===== src/rtl/frame_sched_pkg.sv =====
// Shared constants and state encodings for the frame scheduler.
// Sizes are fixed for this release; the counter is wide enough to hold WIDTH.
package frame_sched_pkg;

  localparam int NREQ_DEF  = 4;
  localparam int WIDTH_DEF = 8;
  localparam int CNTW      = $clog2(WIDTH_DEF) + 1;
  localparam int IDW       = $clog2(NREQ_DEF);

  typedef enum logic [1:0] {
    ST_IDLE  = 2'b00,
    ST_SHIFT = 2'b01,
    ST_DONE  = 2'b10
  } state_t;

endpackage


===== src/rtl/frame_sched_rr_pick.sv =====
// Combinational round-robin picker: search begins one past the last winner.
// Zero latency, no state; the caller decides when the result is used.
module rr_pick
  import frame_sched_pkg::*;
#(
  parameter int NREQ = NREQ_DEF
) (
  input  logic [NREQ-1:0] req,
  input  logic [IDW-1:0]  last,
  output logic [NREQ-1:0] win_oh,
  output logic [IDW-1:0]  win_idx,
  output logic            any
);

  logic [IDW-1:0] idx;

  always_comb begin
    win_oh  = '0;
    win_idx = '0;
    any     = 1'b0;
    idx     = '0;
    for (int i = 1; i <= NREQ; i++) begin
      idx = IDW'((int'(last) + i) % NREQ);
      if (!any && req[idx]) begin
        any          = 1'b1;
        win_oh[idx]  = 1'b1;
        win_idx      = idx;
      end
    end
  end

endmodule


===== src/rtl/frame_sched.sv =====
// Round-robin frame scheduler: grants one requester, serialises its word MSB first.
// Frame takes WIDTH shift cycles plus one DONE cycle; req is ignored while busy.
module frame_sched
  import frame_sched_pkg::*;
#(
  parameter int NREQ  = NREQ_DEF,
  parameter int WIDTH = WIDTH_DEF
) (
  input  logic                  clk,
  input  logic                  rst,
  input  logic [NREQ-1:0]       req,
  input  logic [NREQ*WIDTH-1:0] wdata,
  output logic [NREQ-1:0]       gnt,
  output logic                  dout,
  output logic                  dout_vld,
  output logic                  busy,
  output logic                  done,
  output logic [IDW-1:0]        done_id
);

  state_t           state, state_nxt;
  logic [IDW-1:0]   last;
  logic [IDW-1:0]   win;
  logic [WIDTH-1:0] sreg;
  logic [CNTW-1:0]  cnt;
  logic [NREQ-1:0]  gnt_q;

  logic [NREQ-1:0]  pick_oh;
  logic [IDW-1:0]   pick_idx;
  logic             pick_any;

  rr_pick #(.NREQ(NREQ)) u_pick (
    .req     (req),
    .last    (last),
    .win_oh  (pick_oh),
    .win_idx (pick_idx),
    .any     (pick_any)
  );

  always_ff @(posedge clk or posedge rst) begin
    if (rst) state <= ST_IDLE;
    else     state <= state_nxt;
  end

  // The unused fourth encoding falls through to IDLE.
  always_comb begin
    state_nxt = ST_IDLE;
    case (state)
      ST_IDLE:  state_nxt = pick_any ? ST_SHIFT : ST_IDLE;
      ST_SHIFT: state_nxt = (cnt == CNTW'(WIDTH - 1)) ? ST_DONE : ST_SHIFT;
      ST_DONE:  state_nxt = ST_IDLE;
      default:  state_nxt = ST_IDLE;
    endcase
  end

  always_ff @(posedge clk or posedge rst) begin
    if (rst) begin
      last  <= IDW'(NREQ - 1);
      win   <= '0;
      sreg  <= '0;
      cnt   <= '0;
      gnt_q <= '0;
    end else begin
      gnt_q <= '0;
      case (state)
        ST_IDLE: begin
          if (pick_any) begin
            gnt_q <= pick_oh;
            win   <= pick_idx;
            sreg  <= wdata[int'(pick_idx)*WIDTH +: WIDTH];
            cnt   <= '0;
          end
        end
        ST_SHIFT: begin
          sreg <= {sreg[WIDTH-2:0], 1'b0};
          cnt  <= cnt + CNTW'(1);
        end
        ST_DONE: last <= win;
        default: ;
      endcase
    end
  end

  always_comb begin
    gnt      = gnt_q;
    busy     = (state != ST_IDLE);
    dout_vld = (state == ST_SHIFT);
    dout     = dout_vld & sreg[WIDTH-1];
    done     = (state == ST_DONE);
    done_id  = done ? win : '0;
  end

endmodule

===== config.mk =====
export PLATFORM = sky130hd
export DESIGN_NAME = frame_sched
export DESIGN_NICKNAME = d
export VERILOG_FILES = /design/src/rtl/frame_sched_pkg.sv /design/src/rtl/frame_sched_rr_pick.sv /design/src/rtl/frame_sched.sv
export SDC_FILE = /design/constraint.sdc
export NUM_CORES = 1
export LEC_CHECK = 0
export CELL_PAD_IN_SITES_DETAIL_PLACEMENT = 1
export CELL_PAD_IN_SITES_GLOBAL_PLACEMENT = 1
export CORE_MARGIN = 2
export CORE_UTILIZATION = 39
export DETAILED_ROUTE_END_ITERATION = 6
export MAX_ROUTING_LAYER = met4
export PLACE_DENSITY = 0.95
export SLEW_MARGIN = 20
export SYNTH_ARGS = -nofsm -noshare
export SYNTH_HDL_FRONTEND = slang
export SYNTH_SLANG_ARGS = --single-unit

===== constraint.sdc =====
create_clock -name clk -period 4 [get_ports clk]
set_clock_uncertainty 0.05 [all_clocks]
set_input_delay 0.8 -clock clk [delete_from_list [all_inputs] [get_ports clk]]
set_output_delay 0.8 -clock clk [all_outputs]
set_load 0.02 [all_outputs]

* Yosys cells after proc, flatten, opt, wreduce, memory -nomap -nowiden *
Index checks and enable logic that the tools add are counted.

operators by class
  add/subtract/negate cells = 5
  bitwise logic cells = 4
  shifts and indexed selects = 1
  equal/unequal tests = 4
  muxes and demuxes = 38
  order comparisons = 8
  reductions and logical operators = 15

operators by type and width
  kind                 number
  $shiftx 32x6->8      1
  $mux 4               7
  $pmux 8 s2           1
  $mux 1               13
  $lt 2x3->1 const B   4
  $mux 2               6
  $or 4x4->4           3
  $bmux 1 s2           4
  $demux 1 s2          4
  $ge 2x1->1 const B   4
  $mux 8               1
  $pmux 4 s2           1
  $logic_and 1x1->1    7
  $add 2x1->2 const B  2
  $add 2x2->2 const B  2
  $add 4x1->4 const B  1
  $eq 4x3->1 const B   1
  $pmux 2 s2           1
  $reduce_and 2->1     2
  $reduce_bool 2->1    2
  $logic_not 1->1      3
  $eq 2x1->1 const B   1
  $eq 2x2->1 const B   1
  $logic_not 2->1      1
  2 further kinds      2

storage, ports and cells
  flip-flop bits (word level) = 22

* Logic depth before layout (Yosys ltp) *
  word-level depth = 16
  depth in mapped cells = 11
  gate-level depth less buffers = 8

* Hierarchy *
Synthesis repeated with hierarchy kept, for this count alone.

unflattened totals
  cells, all modules = 153
  area total of the unflattened synthesis = 1635.3 um2

modules (own cells, without submodules)
  module       times used  area an instance (um2)  cells an instance
  frame_sched  1           1109.8                  85
  rr_pick      1           525.5                   68

* Least setup slack after synthesis *
Ideal clock, no wire load.

  kind = flip-flop to flip-flop
  start point = register last[1]
  end point = register sreg[1]
  arrival = 2540 ps
  path slack = 1323 ps
  data required time = 3863 ps
  stages on the path, launching flop included = 12
  buffers on the path = 3
  path through = dfstp_2 > buf_2 > inv_1 > ha_1 > clkbuf_4 > nor2_1 > a31oi_2 > a32oi_2 > a221oi_4 > buf_8 > mux2_1 > o211ai_1

on the way
  longest elaborated chain between the ends = 16
  elaborated cells between the ends (all ways) = 31
  classes of those cells = add/sub: 4; eq/ne: 1; shift: 1; mux: 18; reduce/logical: 7

RTL lines
  what                          line                       source
  start, declared               frame_sched.sv:22          logic [IDW-1:0] last;
  start signal, assigned        frame_sched.sv:58          last <= IDW'(NREQ - 1);
  start signal, assigned        frame_sched.sv:78          ST_DONE: last <= win;
  $add 2x1->2                   frame_sched_rr_pick.sv:23  idx = IDW'((int'(last) + i) % NREQ);
  $bmux 1 s2                    frame_sched_rr_pick.sv:24  if (!any && req[idx]) begin
  $mux 1 (not written as such)  frame_sched_rr_pick.sv:24
  $mux 1                        frame_sched_rr_pick.sv:24
  $logic_not 1->1               frame_sched_rr_pick.sv:24
  $logic_and 1x1->1             frame_sched_rr_pick.sv:24
  $mux 1                        frame_sched_rr_pick.sv:24
  $logic_not 1->1               frame_sched_rr_pick.sv:24
  $logic_and 1x1->1             frame_sched_rr_pick.sv:24
  $mux 1                        frame_sched_rr_pick.sv:24
  $logic_not 1->1               frame_sched_rr_pick.sv:24
  $logic_and 1x1->1             frame_sched_rr_pick.sv:24
  $mux 2                        frame_sched_rr_pick.sv:24
  $shiftx 32x6->8               frame_sched.sv:70          sreg <= wdata[int'(pick_idx)*WIDTH +: WIDTH];
  $mux 8                        frame_sched.sv:67          if (pick_any) begin
  $pmux 8 s2                    frame_sched.sv:65          case (state)
  end signal, assigned          frame_sched.sv:70
  end signal, assigned          frame_sched.sv:75          sreg <= {sreg[WIDTH-2:0], 1'b0};
  end, declared                 frame_sched.sv:24          logic [WIDTH-1:0] sreg;

Several ways; a longest one is shown, not always the timed one. The select of a mux whose other input is x is not followed.
A chain may end at the register's enable or synchronous reset.

* Worst setup path after layout *
  start point = register state[1]
  end point = output dout

on the way
  longest elaborated chain between the ends = 2

RTL lines
  what                    line               source
  start, declared         frame_sched.sv:21  state_t state, state_nxt;
  start signal, assigned  frame_sched.sv:42  else state <= state_nxt;
  $eq 2x1->1              frame_sched.sv:87  dout_vld = (state == ST_SHIFT);
  $and 1x1->1             frame_sched.sv:88  dout = dout_vld & sreg[WIDTH-1];
  end, declared           frame_sched.sv:14  output logic dout,

Every way passes these cells.

==> qor.yml <==
synth:
  synth_top_area_frac: 0.290
  synthFlopType: "dfrtp_1"
  synth_top_family_by_area: "compound AO/OA/AOI/OAI gates"
  syn_area_um2: 1730
  ys_seq_area_frac: 0.320
  synth_xor_area_frac: 0.0152
  synth-simple-area-share: 0.167
  synth_seq_cells: 22
  ys_async_sr_fraction: 1.00
  avgSynthCellArea_um2: 9.14
  yosysUniqueCellTypes: 44
  muxShareOfSynthArea: 0.172
  synth_compound_area_frac: 0.193
  synthCells: 189
  synth.area.top_cells: "dfrtp_1, mux2i_1, nand2_1"
  synth_fa_ha_area_frac: 0.0652
  yosysTopAreaCell: "dfrtp_1"
  synth_edf_count: 0
  yosysWarnings: 0
  synth_nets: 236
critical_path:
  crit_required_ns: 3.15
  cp.arrival_ns: 2.18
  r2r_cells: 9
  worstSetupPathType: "reg -> out"
  startpoint: "state[1]$_DFF_PP0_"
  end_kind: "output pin"
  r2r_setup_slack_ns: 0.98
  slowest_delay_ns: 0.62
  critPathLaunchType: "register"
  r2r-end: "sreg[0]$_DFFE_PP0P_"
  crit_fanout: 13
  reg2reg_from: "last[0]$_DFFE_PP1P_"
  path_cells: "nand2b_1 -> inv_1 -> and2_1 -> clkdlybuf4s50_1"
  cpMaxStageDelayCell: "clkdlybuf4s50_1"
floorplan:
  die_height_um: 70.5
  dieArea_um2: 4980
  coreArea_um2: 4320
  io_pins: 48
  die_w_um: 70.5
  num_rows: 24
  start_util: 0.399
clock_network:
  cts_setup_buffers: 0
  clock_sinks: 22
  cts_buffers: 3
  cts_resized: 0
  root_buffer: "clkbuf_8"
  htree_levels: 1
  cts_tree: "yes"
  insertion_delay_ns: 0.27
  cts_buffer_depth: 2
  clk_pin_slew_worst_paths_ns: 0.08
  cts_hold_buf: 0
timing:
  final.min_clock_period_ns: 3.03
  drv_slew: 0
  rsz0062_at_grt: "false"
  setup-tns-final_ns: 0
  finalSetupViolCount: 0
  final_hold_viol_count: 0
  fmax_mhz: 330
  fin_crit_sh: 0.756
  tightest_slew_ns: 0.860
  slew_headroom: 0.426
finish:
  layout_common_cells: "clkdlybuf4s50_1, nand2_1, dfrtp_1"
  num-fill-cells: 522
  ff_latch_area_um2: 553
  drive_above_1_share: 0.100
  diodes: 0
  layout_commonest_cell: "clkdlybuf4s50_1"
  nNetsFinal: 277
  fin_util: 0.518
  multi_input_area_um2: 1060
  area.growth.synth_to_final_pct: 29.8
global_routing:
  grt.total_usage: 0.206
  grt_max_degree: 23
  antenna_found_initial: 0
  grt_pass1_vias: 1716
  grt.overflow.total: 0
  grt_pass1_wl_um: 8070
power_and_ir_drop:
  power_density_nw_per_um2: 635
  peakVddDrop_v: 0.000219
  leakage_nw: 0.920
run:
  cap_violations: 0
run_status:
  status: "complete, no violations"
detailed_routing:
  drc_errors: 0
  via_count: 1547
  dr.pass1.iters: 4
  vias_per_cell: 5.51
  wl_um: 4470
  drt_iter0_markers: 35
  detail-route-antenna-nets: 0
  wire_per_inst_um: 15.9
worst_hold_path:
  hold_end: "win[1]$_DFFE_PP0P_"
  min_path_cells: 2
  hp-class: "reg -> reg"
  min_from: "win[1]$_DFFE_PP0P_"
place:
  gp_congestion: 0.812
  port_buffers: 47
  dp_hpwl_um: 3530
worst max path at each step:
stage,endpoint,slack [ns],cells after the start
final,dout,0.97,4
after global placement,sreg[7]$_DFFE_PP0P_,0.91,7
after floorplan,sreg[1]$_DFFE_PP0P_,1.32,11
after global routing,sreg[4]$_DFFE_PP0P_,0.70,7
after CTS,dout,0.92,4
after detailed placement,sreg[2]$_DFFE_PP0P_,0.73,7
stage by stage:
| step | hold slack, ns | setup slack [ns] | total power, mW | cell area, um^2 | instances |
|---|---|---|---|---|---|
| after floorplan | 0.388 | 1.32 | 1.06 | 1730 | 189 |
| after global placement | 0.404 | 0.915 | 1.22 | 2190 | 277 |
| after detailed placement | 0.427 | 0.730 | 1.27 | 2190 | 277 |
| after CTS | 0.447 | 0.921 | 1.44 | 2240 | 281 |
| after global routing | 0.476 | 0.704 | 1.55 | 2240 | 281 |
| final | 0.443 | 0.974 | 1.42 | 2240 | 281 |
per-layer routing:
metal | vias up | track usage | part of all wire
met5 | - | - | 0
met4 | 0 | 0.0440 | 0.0076
met3 | 4 | 0.0271 | 0.032
met2 | 38 | 0.379 | 0.54
met1 | 751 | 0.239 | 0.42
li1 | 754 | - | -
Yosys cell counts (2+ instances only):
master and count:
a211o_1 2, a21oi_1 14, a22o_1 4, and2_1 3
and3_1 8, buf_2 4, buf_6 2, clkbuf_1 3
dfrtp_1 20, dfstp_2 2, ha_1 9, inv_1 7
mux2_1 4, mux2_2 8, mux2i_1 14, nand2_1 34
nand3_1 2, nand4_1 2, nor2_1 5, nor3_1 2
o211ai_1 7, o21ai_0 9, o21bai_1 2, xor2_1 2
report_power, final:
part	switching, mW	leakage, nW	internal, mW
Combinational	0.452	0.617	0.394
Clock	0.0769	0.0288	0.0879
Sequential	0.0901	0.275	0.321
kinds of logic (layout without fill, tap and decap cells):
| logic type | after synthesis | in the layout |
|---|---|---|
| AND/OR/NAND/NOR | 62 | 62 |
| AO/OA/AOI/OAI | 46 | 46 |
| multiplexers | 27 | 27 |
| flip-flops | 22 | 22 |
| buffers and inverters | 20 | 60 |
| adder cells (fa/ha/maj) | 9 | 9 |
| XOR/XNOR | 3 | 3 |
cell type report:
cell class,instances,share of cell area
clock buffers,4,0.0246
inverters,8,0.0134
multi-input cells,147,0.473
flip-flops and latches,22,0.247
repair buffers,48,0.213
well taps,52,0.0290
worst max-delay path: cells and delay by family, from the launching register on:
family,cells,cell delay [ns]
flip-flops,1,0.39
AND/OR/NAND/NOR,2,0.51
buffers and inverters,2,1.00
registers in the layout (all words and copies together) (netlist names):
| register | flops |
|---|---|
| gnt | 4 |
| state | 2 |
| last | 2 |
| sreg | 8 |
| win | 2 |
| cnt | 4 |
Power figures use the tool's default switching activity.
==> patch 1, RTL diff (config.mk and constraints unchanged) <==
Encoding of `state_t`: now one-hot (3 bits for 3 states).
--- a/src/rtl/frame_sched_pkg.sv
+++ b/src/rtl/frame_sched_pkg.sv
@@ -8,8 +8,8 @@
   localparam int IDW       = $clog2(NREQ_DEF);
 
-  typedef enum logic [1:0] {
-    ST_IDLE  = 2'b00,
-    ST_SHIFT = 2'b01,
-    ST_DONE  = 2'b10
+  typedef enum logic [2:0] {
+    ST_IDLE  = 3'b001,
+    ST_SHIFT = 3'b010,
+    ST_DONE  = 3'b100
   } state_t;
 
Formal check against the unedited RTL: same outputs for any inputs over 10 cycles, from zero or initial values and one cycle with rst high; not proved beyond that.
==> patch 1 against the original RTL <==
  * Sequential cell count grew 1
  * Wire length is essentially flat
  * Synthesized cell count shrank 7.9%
  * Sequential power shrank 12%
  * Highest routed layer unchanged
  * Final area grew 1.9%
  * Total power shrank 27%
  * Area after synthesis grew 3.3%
  * Worst setup slack lost 0.33 ns
  * Sequential share of layout area grew 0.69 points
  * Critical path depth grew 4
==> patch 1: results (changes against the original RTL) <==
.. list-table::
   :header-rows: 1

   * - Metric
     - Value
   * - Multi-input gate share of the layout cell area
     - 0.477 (+0.00379)
   * - Final GP Congestion
     - 0.842 (+3.7%)
   * - Non-filler cells in the finished layout
     - 269 (-4.3%)
   * - Net count of the mapped netlist
     - 221 (-6.4%)
   * - Hold WS
     - 0.433 ns (-0.00997 ns)
   * - Cell with the biggest individual delay on the critical path
     - sky130_fd_sc_hd__dfstp_2
   * - Initial drt markers
     - 67 (+91%)
   * - Slowest Stage Delay on Critical Path
     - 0.72 ns (+0.10 ns)
   * - Met2 track demand over resource in global routing
     - 0.326 (-0.0533)
   * - Run status
     - finished clean
   * - Seq Cell Count
     - 23 (+4.5%)
   * - Largest cells by area after synthesis
     - sky130_fd_sc_hd__dfrtp_1 (28%), sky130_fd_sc_hd__ha_1 (6.3%), sky130_fd_sc_hd__mux2i_1 (5.1%)
   * - Combinational share of power
     - 0.507 (-0.088)
   * - Wire length on met1
     - 2020 microns (+7.7%)
   * - Fraction of layout cells with a size suffix above 1
     - 0.189 (+0.0885)
   * - Portion of the layout cell area used by clock cells
     - 0.0203 (-0.00429)
   * - Vias
     - 1508 (-2.5%)
   * - DP HPWL
     - 3430 microns (-3.0%)
   * - Static power due to leakage
     - 0.000985 uW (+7.1%)
   * - Net load switching power
     - 398 uW (-36%)
   * - Total area of sequential cells
     - 579 sq um (+4.8%)
   * - Number of unique standard cell types used by synthesis
     - 48 (+9.1%)
   * - Met1 track demand over resource
     - 0.241 (+0.00122)
   * - Global router's overall resource usage
     - 0.191 (-0.0149)
   * - Filler cell count in the final layout
     - 503 (-3.6%)
   * - Register area share after synthesis
     - 0.325 (+0.00462)
   * - Worst slack, placed
     - 0.546 ns (-0.183 ns)
   * - CP arrival
     - 3.45 ns (+1.27 ns)
   * - Placement Cell Area
     - 2240 sq um (+2.3%)
   * - Hold Path Origin
     - cnt[3]
   * - Detail Route met3 WL
     - 135 microns (-6.9%)
   * - Maximum number of pins on one net before global-route repair
     - 24 (+4.3%)
   * - Number of multi-input combinational cells
     - 135 (-8.2%)
   * - Non-Clock Inverter Count
     - 7 (-1)
   * - End of the worst register-to-register path
     - sreg[7]
   * - Wire length of the first global-routing pass
     - 7640 microns (-5.3%)
   * - P_comb
     - 524 uW (-38%)
   * - Cell types with the highest counts after synthesis
     - sky130_fd_sc_hd__dfrtp_1 (20), sky130_fd_sc_hd__nand2_1 (11), sky130_fd_sc_hd__nor2_1 (11), sky130_fd_sc_hd__o21ai_0 (10)
   * - Drt wl/cell
     - 16.6 microns (+4.5%)
-- patch 1: cell count changes in the layout (fill, tap and decap cells not counted), sizes merged, moves of 4 or more --
cell    delta
mux2       -9
o21ai      +4
a21oi      -6
a22oi      +4
mux2i      -5
a21boi     +6
and3       +6
nand2     -22
a22o       -4
nor2       +6
-- patch 1: logic make-up after synthesis --
kind of cell / Yosys count / share of synthesized area
simple gates: 57 / 0.182
compound gates: 53 / 0.241
flops: 23 / 0.325
buf+inv: 16 / 0.0646
mux: 16 / 0.124
fa+ha+maj: 9 / 0.0632
-- patch 1: worst max-delay path by stage --
stage | start | end | slack [ns] | depth (start not counted)
final | last[0] | sreg[7] | 0.64 | 8
after global routing | last[0] | sreg[5] | 0.40 | 8
after CTS | last[0] | sreg[7] | 0.64 | 8
after detailed placement | req[2] | sreg[7] | 0.55 | 7
after global placement | req[2] | sreg[7] | 0.65 | 7
after floorplan | last[0] | win[0] | 1.20 | 9
==> patch 2, RTL diff (same settings) <==
Without the edit above. The package constant `NREQ_DEF` goes from 4 to 2.
--- a/src/rtl/frame_sched_pkg.sv
+++ b/src/rtl/frame_sched_pkg.sv
@@ -3,5 +3,5 @@
 package frame_sched_pkg;
 
-  localparam int NREQ_DEF  = 4;
+  localparam int NREQ_DEF  = 2;
   localparam int WIDTH_DEF = 8;
   localparam int CNTW      = $clog2(WIDTH_DEF) + 1;
Ports: changed (resized done_id, gnt, req and wdata); port bits go from 48 to 27. The function was not compared with the original's and may differ.
==> patch 2 against the original RTL <==
  * Area after synthesis fell by 44%
  * Sequential share of layout area is 11 points higher
  * Sequential power shrank 18%
  * Wire length shrank 47%
  * Critical path type unchanged
  * Hold slack gained 0.017 ns
  * Combinational power shrank 55%
  * Worst setup slack got worse by 0.026 ns
  * Final cell count fell by 48%
  * Final area down 43%
  * Largest power group unchanged
  * Sequential cell count down 4
  * Synthesized cell count decreased by 52%
  * Total power fell by 42%
==> patch 2: results (changes against the original RTL) <==
.. list-table::
   :header-rows: 1

   * - Metric
     - Value
   * - Maximum number of pins on one net before global-route repair
     - 19 (-17%)
   * - Number of warnings reported in the yosys synthesis log
     - 0 (unchanged)
   * - Met1 track demand over resource
     - 0.265 (+0.0260)
   * - Htree depth
     - 1 (unchanged)
   * - Cell types with the highest counts after synthesis
     - sky130_fd_sc_hd__dfrtp_1 (17), sky130_fd_sc_hd__nor2b_1 (8), sky130_fd_sc_hd__o21ai_0 (8), sky130_fd_sc_hd__o31ai_1 (8)
   * - Register area share after synthesis
     - 0.467 (+0.147)
   * - Global router's overall resource usage
     - 0.205 (-0.000481)
   * - Static power due to leakage
     - 0.000512 uW (-44%)
   * - Number of unique standard cell types used by synthesis
     - 30 (-32%)
   * - Vias
     - 804 (-48%)
   * - Net load switching power
     - 312 uW (-50%)
   * - Post-CTS Setup Repair Bufs
     - 0 (unchanged)
   * - Met3 capacity usage during global routing
     - 0.0361 (+0.00905)
   * - Max rail drop VDD
     - 0.000328 V (+50%)
   * - Fraction of layout cells with a size suffix above 1
     - 0.174 (+0.0735)
   * - CTS clk-pin slew, worst paths
     - 0.10 ns (+0.02 ns)
   * - Filler cell count in the final layout
     - 265 (-49%)
   * - Clk buf depth
     - 2 (unchanged)
   * - DP HPWL
     - 1710 microns (-52%)
   * - Met2 track demand over resource in global routing
     - 0.313 (-0.0664)
   * - Post-cts repair resize count
     - 0 (unchanged)
   * - Total length of routed wires
     - 2380 microns (-47%)
   * - Final GP Congestion
     - 0.789 (-2.8%)
   * - Cell with the biggest individual delay on the critical path
     - sky130_fd_sc_hd__clkdlybuf4s50_1
   * - Largest driver fanout on the critical path
     - 15 (+2)
   * - Largest cells by area after synthesis
     - sky130_fd_sc_hd__dfrtp_1 (44%), sky130_fd_sc_hd__a221oi_1 (6.3%), sky130_fd_sc_hd__o31ai_1 (6.2%)
   * - Hold crit path type
     - reg -> reg
   * - Dominant synthesized flop cell
     - sky130_fd_sc_hd__dfrtp_1
   * - Initial antenna violation count
     - 0 (unchanged)
   * - Number of CTS-inserted buffers
     - 3 (unchanged)
   * - Share of flip-flops with an asynchronous set or reset
     - 1.00 (unchanged)
   * - Least-Margin Pin Slew
     - 0.686 ns (-0.174 ns)
   * - Net count of the mapped netlist
     - 111 (-53%)
   * - Number of antenna repair diodes
     - 0 (unchanged)
   * - Run status
     - finished clean
   * - Vias in the first global route
     - 814 (-53%)
   * - Buffer cell driving the clock tree root
     - sky130_fd_sc_hd__clkbuf_4
   * - Final-stage net count
     - 137 (-51%)
   * - Largest registers
     - sreg x8, cnt x4
   * - Wire length of the first global-routing pass
     - 4060 microns (-50%)
   * - Clock Latency Late Sink
     - 0.29 ns (+0.02 ns)
   * - Port bufs
     - 26 (-45%)
   * - Initial drt markers
     - 16 (-54%)
   * - Slowest Stage Delay on Critical Path
     - 0.60 ns (-0.02 ns)
   * - Total iterations of the first detailed-routing run
     - 4 (unchanged)
==> patch 2: kinds of logic (layout without fill, tap and decap cells) <==
family	after synthesis	after routing	synth area share
AOI/OAI and AO/OA	30	30	0.229
muxes	3	3	0.0323
adders and majority gates	1	1	0.0129
and+or+nand+nor	29	29	0.202
DFF	18	18	0.467
buffers and inverters	8	33	0.0479
xor gates and xnor gates	1	1	0.00906
==> patch 2: per-stage QoR <==
stage          instances  hold WS (ns)  power (uW)  area [sq um]  setup slack, ns
3_3_place_gp         141         0.403         694          1230             1.38
5_1_grt              145         0.488         898          1270            0.857
2_1_floorplan         90         0.391         603           967             2.03
3_5_place_dp         141         0.432         720          1230             1.31
6_report             145         0.460         831          1270            0.948
4_1_cts              145         0.459         837          1270            0.945
==> patch 2: area by class of cell <==
type                    count  share of cell area
well taps                  30              0.0296
inverters                   3             0.00889
flip-flops and latches     18               0.357
multi-input cells          64               0.371
repair buffers             26               0.206
clock buffers               4              0.0287
==> patch 2: power groups by stage <==
stage / Sequential, uW / Combinational [uW] / Clock (uW)
6_report: 337 / 381 / 113
5_1_grt: 347 / 429 / 122
3_5_place_dp: 337 / 383 / 0
2_1_floorplan: 307 / 296 / 0
3_3_place_gp: 329 / 366 / 0
4_1_cts: 335 / 386 / 116
==> patch 2: worst paths after layout <==
| path | endpoint | slack, ns | startpoint | depth (start not counted) |
|---|---|---|---|---|
| max in group asynchronous | sreg[5] | 2.62 | rst | 2 |
| max | dout | 0.95 | state[1] | 3 |
| min in group asynchronous | win | 0.85 | rst | 2 |
| min | win | 0.46 | win | 1 |
| max reg2reg | state[0] | 2.25 | state[0] | 3 |
| min reg2reg | win | 0.46 | win | 1 |
==> patch 2: critical path: cells and delay by family, from the launching register on <==
kind / cells / cell delay, ns
simple gates: 2 / 0.75
buf+inv: 1 / 0.60
flops: 1 / 0.56
==> patch 2: routing by layer <==
layer,vias to the layer above,part of all wire
met3,6,0.027
met5,-,0
met1,405,0.47
li1,380,-
met4,0,0.019
met2,13,0.48
